File: config.mk
export PLATFORM = sky130hd
export DESIGN_NAME = pc_sequencer
export DESIGN_NICKNAME = d
export VERILOG_FILES = /design/src/rtl/pc_sequencer.sv
export SDC_FILE = /design/constraint.sdc
export NUM_CORES = 1
export LEC_CHECK = 0
export ABC_AREA = 0
export ABC_CLOCK_PERIOD_IN_PS = 7950
export BUFFER_PORTS_ARGS = -buffer_cell sky130_fd_sc_hd__buf_2
export CAP_MARGIN = 10
export CORE_UTILIZATION = 35
export DETAILED_ROUTE_END_ITERATION = 8
export MAX_ROUTING_LAYER = met4
export PLACE_DENSITY = 0.57
export SLEW_MARGIN = 5
export SYNTH_ARGS = -nofsm -noshare
export SYNTH_HDL_FRONTEND = slang
export SYNTH_SLANG_ARGS = --single-unit
File: constraint.sdc
create_clock -name clk -period 7.95 [get_ports clk]
set_clock_uncertainty 0.1 [all_clocks]
set_input_delay 0 -clock clk [delete_from_list [all_inputs] [get_ports clk]]
set_output_delay 0 -clock clk [all_outputs]
set_load 0.005 [all_outputs]
File: src/rtl/pc_sequencer.sv
// rtl/pc_sequencer.sv - fetch-stage program-counter sequencer with runtime-loadable branch-target table
// Chooses increment, absolute jump, PC-relative branch, stall or halt each cycle.
module pc_sequencer #(
    parameter int D     = 10,
    parameter int N_ENT = 16,
    localparam int IW   = $clog2(N_ENT)
) (
    input  logic          clk,
    input  logic          reset,
    input  logic          start,
    input  logic          halt_req,
    input  logic          stall,
    input  logic          br_en,
    input  logic          br_taken,
    input  logic          br_rel,
    input  logic [IW-1:0] br_idx,
    input  logic          cfg_we,
    input  logic [IW-1:0] cfg_addr,
    input  logic [D-1:0]  cfg_data,
    output logic [D-1:0]  pc,
    output logic          fetch_valid,
    output logic          done,
    output logic          cfg_err
);

    typedef enum logic [1:0] {
        S_IDLE = 2'd0,
        S_RUN  = 2'd1,
        S_DONE = 2'd2
    } state_t;

    state_t       state;
    logic [D-1:0] tgt_tab [N_ENT];
    logic [D-1:0] tgt_entry;
    logic [D-1:0] pc_next_run;
    logic         branch_hit;

    // Table lookup is combinational; the table never changes while in RUN,
    // so there is no read/write ordering hazard on the same index.
    assign tgt_entry  = tgt_tab[br_idx];
    assign branch_hit = br_en && br_taken;

    always_comb begin
        pc_next_run = pc + {{(D-1){1'b0}}, 1'b1};
        if (branch_hit) begin
            // Relative targets are two's complement; the carry out drops naturally.
            if (br_rel)
                pc_next_run = pc + tgt_entry;
            else
                pc_next_run = tgt_entry;
        end
    end

    assign fetch_valid = (state == S_RUN) && !stall && !reset;

    always_ff @(posedge clk or posedge reset) begin
        if (reset) begin
            state   <= S_IDLE;
            pc      <= '0;
            done    <= 1'b0;
            cfg_err <= 1'b0;
            for (int i = 0; i < N_ENT; i++)
                tgt_tab[i] <= '0;
        end else begin
            cfg_err <= 1'b0;
            case (state)
                S_IDLE, S_DONE: begin
                    if (cfg_we)
                        tgt_tab[cfg_addr] <= cfg_data;
                    if (start) begin
                        state <= S_RUN;
                        pc    <= '0;
                        done  <= 1'b0;
                    end
                end
                S_RUN: begin
                    // Writes are refused while running; flag the attempt for one cycle.
                    cfg_err <= cfg_we;
                    if (halt_req) begin
                        state <= S_DONE;
                        done  <= 1'b1;
                    end else if (!stall) begin
                        pc <= pc_next_run;
                    end
                end
                default: begin
                    state <= S_IDLE;
                    done  <= 1'b0;
                end
            endcase
        end
    end

endmodule

## After elaboration in Yosys (flattened, before gate mapping)

Index checks and enable logic that the tools add are counted.

| storage, ports and cells | value |
|---|---|
| flip-flop bits (word level) | 174 |
| bits of input ports | 27 |
| output and inout bits | 13 |
| logic and storage cells | 64 |

| operators by class | value |
|---|---|
| $add $sub $neg | 2 |
| order comparisons | 3 |
| equality and inequality tests | 6 |
| mux-type cells | 19 |
| bitwise gates (word level) | 2 |
| reductions and logical operators | 12 |

Operators by type and width:

| operator | number |
|---|---|
| $bwmux W160 | 1 |
| $mux W10 | 8 |
| $bmux W10 S4 | 1 |
| $demux W10 S4 | 1 |
| $pmux W10 S2 | 1 |
| $add A10 B1 Y10 const B | 1 |
| $add A10 B10 Y10 | 1 |
| $ge A5 B5 Y1 const B | 2 |
| $not A4 Y5 | 2 |
| $ne A2 B2 Y1 const B | 4 |
| $lt A5 B1 Y1 const B | 1 |
| $logic_and A1 B1 Y1 | 4 |
| $mux W2 | 2 |
| $pmux W2 S2 | 1 |
| $reduce_and A2 Y1 | 2 |
| $reduce_and A4 Y1 | 1 |
| $mux W1 | 3 |
| $eq A2 B1 Y1 const B | 1 |
| $eq A2 B2 Y1 const B | 1 |
| $logic_not A1 Y1 | 2 |
| $logic_not A2 Y1 | 1 |
| $pmux W1 S2 | 1 |
| $reduce_bool A2 Y1 | 1 |
| $reduce_or A2 Y1 | 1 |

## Depth between registers and ports, before layout

| logic depth | value |
|---|---|
| word-level depth | 10 |
| gate-level depth with buffers | 17 |
| depth with buffers taken out | 14 |

## Worst setup path before layout

Ideal clock, no wire load.

| timing path | value |
|---|---|
| path kind | input port to flip-flop |
| start | input br_idx[2] |
| end | register pc[9] |
| library setup time | 0.129 ns |
| arrival | 2.685 ns |
| required time | 7.721 ns |
| slack | 5.036 ns |
| cell stages on the path | 12 |
| path buffers | 2 |
| cell sequence | clkbuf_2 clkbuf_1 mux4_1 mux4_2 ha_1 a21o_1 a21oi_1 o211ai_1 a21oi_1 and3b_1 xnor2_1 a22oi_1 |

| on the way | value |
|---|---|
| longest elaborated chain between the ends | 10 |

Ends and longest elaborated chain:

| element | RTL line | RTL |
|---|---|---|
| start, declared | 16 | `input logic [IW-1:0] br_idx,` |
| $not A4 Y5 (not written as such) * | 40 | `assign tgt_entry = tgt_tab[br_idx];` |
| $bmux W10 S4 * | 40 |  |
| $mux W10 (not written as such) * (2 in series) | 40 |  |
| $add A10 B10 Y10 | 48 | `pc_next_run = pc + tgt_entry;` |
| $mux W10 * | 47 | `if (br_rel)` |
| $mux W10 * | 45 | `if (branch_hit) begin` |
| $mux W10 * | 82 | `end else if (!stall) begin` |
| $mux W10 * | 79 | `if (halt_req) begin` |
| $pmux W10 S2 * | 66 | `case (state)` |
| end signal, assigned | 83 | `pc <= pc_next_run;` |
| end, declared | 20 | `output logic [D-1:0] pc,` |

Mark *: on every way between the ends. The rest lies on a longest branch, timed or not. The select of a mux whose other input is x is not followed.
A chain may end at the register's enable or synchronous reset.

## Worst setup path in the final report

| timing path | value |
|---|---|
| start | input br_idx[0] |
| end | register pc[9] |

Same word-level chain as after synthesis.

==> run metrics <==
status finished clean; worst-case clock buffer depth 2; Critical R2R Capture pc[9]$_DFFE_PP0P_; min cycle time layout 3710 ps; Die H 158 µm; worst hold-check path type in -> reg; Starting Density 35.9%; placed cell areas 8950 µm²; number of H-tree levels 4; period utilization 46.7%; Worst-Margin Slew 989 ps; placer's final routability congestion estimate 0.804; Post-Syn Area per Cell 14.7 µm²; clock latency at the later pin of the worst-skew pair 420 ps; layout net count 669; critical path capture point type register; Overall Global Routing Usage 18.6%; pwr/cell area 271 nW/µm²; final hold slack 54.4 ps; Finish-stage setup viols 0; crit path max fanout 40; Worst R2R Start tgt_tab[143]$_DFFE_PP0P_; CP Data Required Time 8150 ps; Final Hold Fails 0; Synth async-reset ratio 100%; critical path startpoint category primary input; largest net degree at the start of global routing 105; syn_nets 616; CTS Sinks 173; initial antenna violation count 0; Area Overhead vs Synth 14.8%; R2R Setup Slk 4280 ps; top_reg_cell synth dfrtp_1; Post-Route WL 20.9 mm; CTS buffer count 17; grt total ovfl 0; HP Start br_en; I/O pin total 40; Die Wd 158 µm; Synth cell types 47; Max-slew headroom 33.9%; Post-Synthesis Cell Area 8480 µm²; hold endpoint pc[4]$_DFFE_PP0P_; CTS tree done; # DRC 0; remaining antenna violation count 0; Root Buffer clkbuf_16; reg2reg path depth 11; routed via count 5226; setup TNS 0 ps; design area 9740 µm²; Lkg Pwr 4.36 nW; unrepaired setup endpoints after global routing false; Hold Path Cell Cnt 4; Die Area 24900 µm²; synthesis-stage register bit count 173; post-CTS resize count 0; Worst-path clk slew 60 ps; VDD IR-drop max 0.000130 V; critical path arrival 3910 ps; post-synthesis cell count 578; vias in the first global route 5603; initial DRC count 394; WS Path Type in -> reg; first-pass GRT wire length 32.6 mm; Post-synth EDFFs 0; Rows 56; Seq/Total Area, Yosys 51.0%; maxcap violations 0; post-DR vias/cell 5.43; Peak Freq 269 MHz; count of pins over their slew limit 0; Synth warnings 0; DR pass1 iterations 7; layout cells sized above 1 42.1%; HPWL after detailed placement 12.8 mm; core box area 23600 µm²; DR WL/cell 21.7 µm; Port Buffer Count 39; Inserted Diodes 0
## per-stage QoR
stage,power (mW),setup slack (ps),cells,util [%]
final,2.64,4240,962,41.2
after global routing,2.79,3980,962,41.2
after CTS,2.67,4230,962,41.2
after detailed placement,1.81,4320,911,37.9
after global placement,1.77,4430,911,37.9
after floorplan,1.66,3160,578,-
## layout make-up
| cell class | count | area (µm²) |
|---|---|---|
| Fill cell | 2173 | 13900 |
| Sequential cell | 173 | 4330 |
| Multi-Input combinational cell | 368 | 3960 |
| Clock buffer | 18 | 439 |
| Timing Repair Buffer | 62 | 418 |
| Tap cell | 319 | 399 |
| Clock inverter | 13 | 150 |
| Inverter | 9 | 38.8 |
## registers in the layout, indices dropped and copies added (netlist names)
| register | flops |
|---|---|
| cfg_err | 1 |
| pc | 10 |
| tgt_tab | 160 |
| state | 1 |
| done | 1 |
## cell usage after synthesis, types with 3 or more instances
| library cell | number | area [µm²] |
|---|---|---|
| nor2b_1 | 8 | 50.1 |
| o221ai_1 | 5 | 43.8 |
| nand3_1 | 6 | 30.0 |
| mux4_1 | 17 | 447 |
| ha_1 | 10 | 125 |
| nor3_1 | 6 | 30.0 |
| and3_1 | 6 | 37.5 |
| xnor2_1 | 7 | 61.3 |
| mux2_2 | 163 | 1840 |
| nor2_1 | 9 | 33.8 |
| nand4_1 | 3 | 18.8 |
| nand2b_1 | 4 | 25.0 |
| a21oi_1 | 12 | 60.1 |
| nand2_1 | 32 | 120 |
| dfrtp_1 | 173 | 4330 |
| buf_4 | 3 | 22.5 |
| mux2i_1 | 9 | 90.1 |
| inv_1 | 9 | 33.8 |
| mux4_2 | 27 | 608 |
| o21ai_0 | 17 | 85.1 |
| clkbuf_1 | 17 | 63.8 |
## repair_timing
action / CTS / global route
endpoints found under the hold margin: 271 / 0
setup buffers: 0 / 0
hold buffers: 20 / 0
setup endpoints to repair: 0 / 0
## kinds of logic (layout without fill, tap and decap cells)
kind of cell / after synthesis / in the layout / share of synthesized area (%)
simple gates: 83 / 83 / 4.90
flops: 173 / 173 / 51.0
compound gates: 48 / 48 / 3.45
buf+inv: 37 / 102 / 2.37
mux: 218 / 218 / 35.7
xor+xnor: 8 / 8 / 0.826
fa+ha+maj: 11 / 11 / 1.71
## cell usage in the layout, fill, tap and decap left out, types with 9 or more instances in the layout
master and n:
a21oi_1 12, buf_2 39, clkbuf_16 17, dfrtp_1 173, dlygate4sd3_1 20, ha_1 10, mux2_2 163, mux2i_1 9
mux4_1 17, mux4_2 27, nand2_1 32, o21ai_0 17
## worst max path at each step
stage	startpoint	endpoint	slack, ps	cells past startpoint
after floorplan	reset	cfg_err$_DFF_PP0_	3160	1
after global placement	br_idx[0]	pc[9]$_DFFE_PP0P_	4430	12
after detailed placement	br_idx[0]	pc[6]$_DFFE_PP0P_	4320	16
after CTS	br_idx[0]	pc[9]$_DFFE_PP0P_	4230	13
after global routing	br_idx[0]	pc[9]$_DFFE_PP0P_	3980	15
final	br_idx[0]	pc[9]$_DFFE_PP0P_	4240	13
## layer usage
metal / track usage, % / up-vias / routed length (µm)
li1: - / 2289 / -
met1: 24.6 / 2793 / 9850
met2: 28.8 / 120 / 9850
met3: 3.78 / 24 / 750
met4: 5.59 / 0 / 410
met5: - / - / 0
## report_power, final
group	switching, mW	internal (mW)	total (mW)	leakage [nW]
Sequential	0.118	1.12	1.23	2.20
Combinational	0.224	0.349	0.572	1.87
Clock	0.361	0.477	0.837	0.283
Total	0.702	1.94	2.64	4.36
## critical path, stage by stage
cell,delay (ps)
buf_2,80
buf_4,610
mux4_1,650
mux4_2,530
ha_1,370
a21o_1,190
a21oi_1,230
o211ai_1,130
a21oi_1,140
and3b_1,190
xnor2_1,150
a22oi_1,80
dlygate4sd3_1,560
Power figures use the tool's default switching activity.
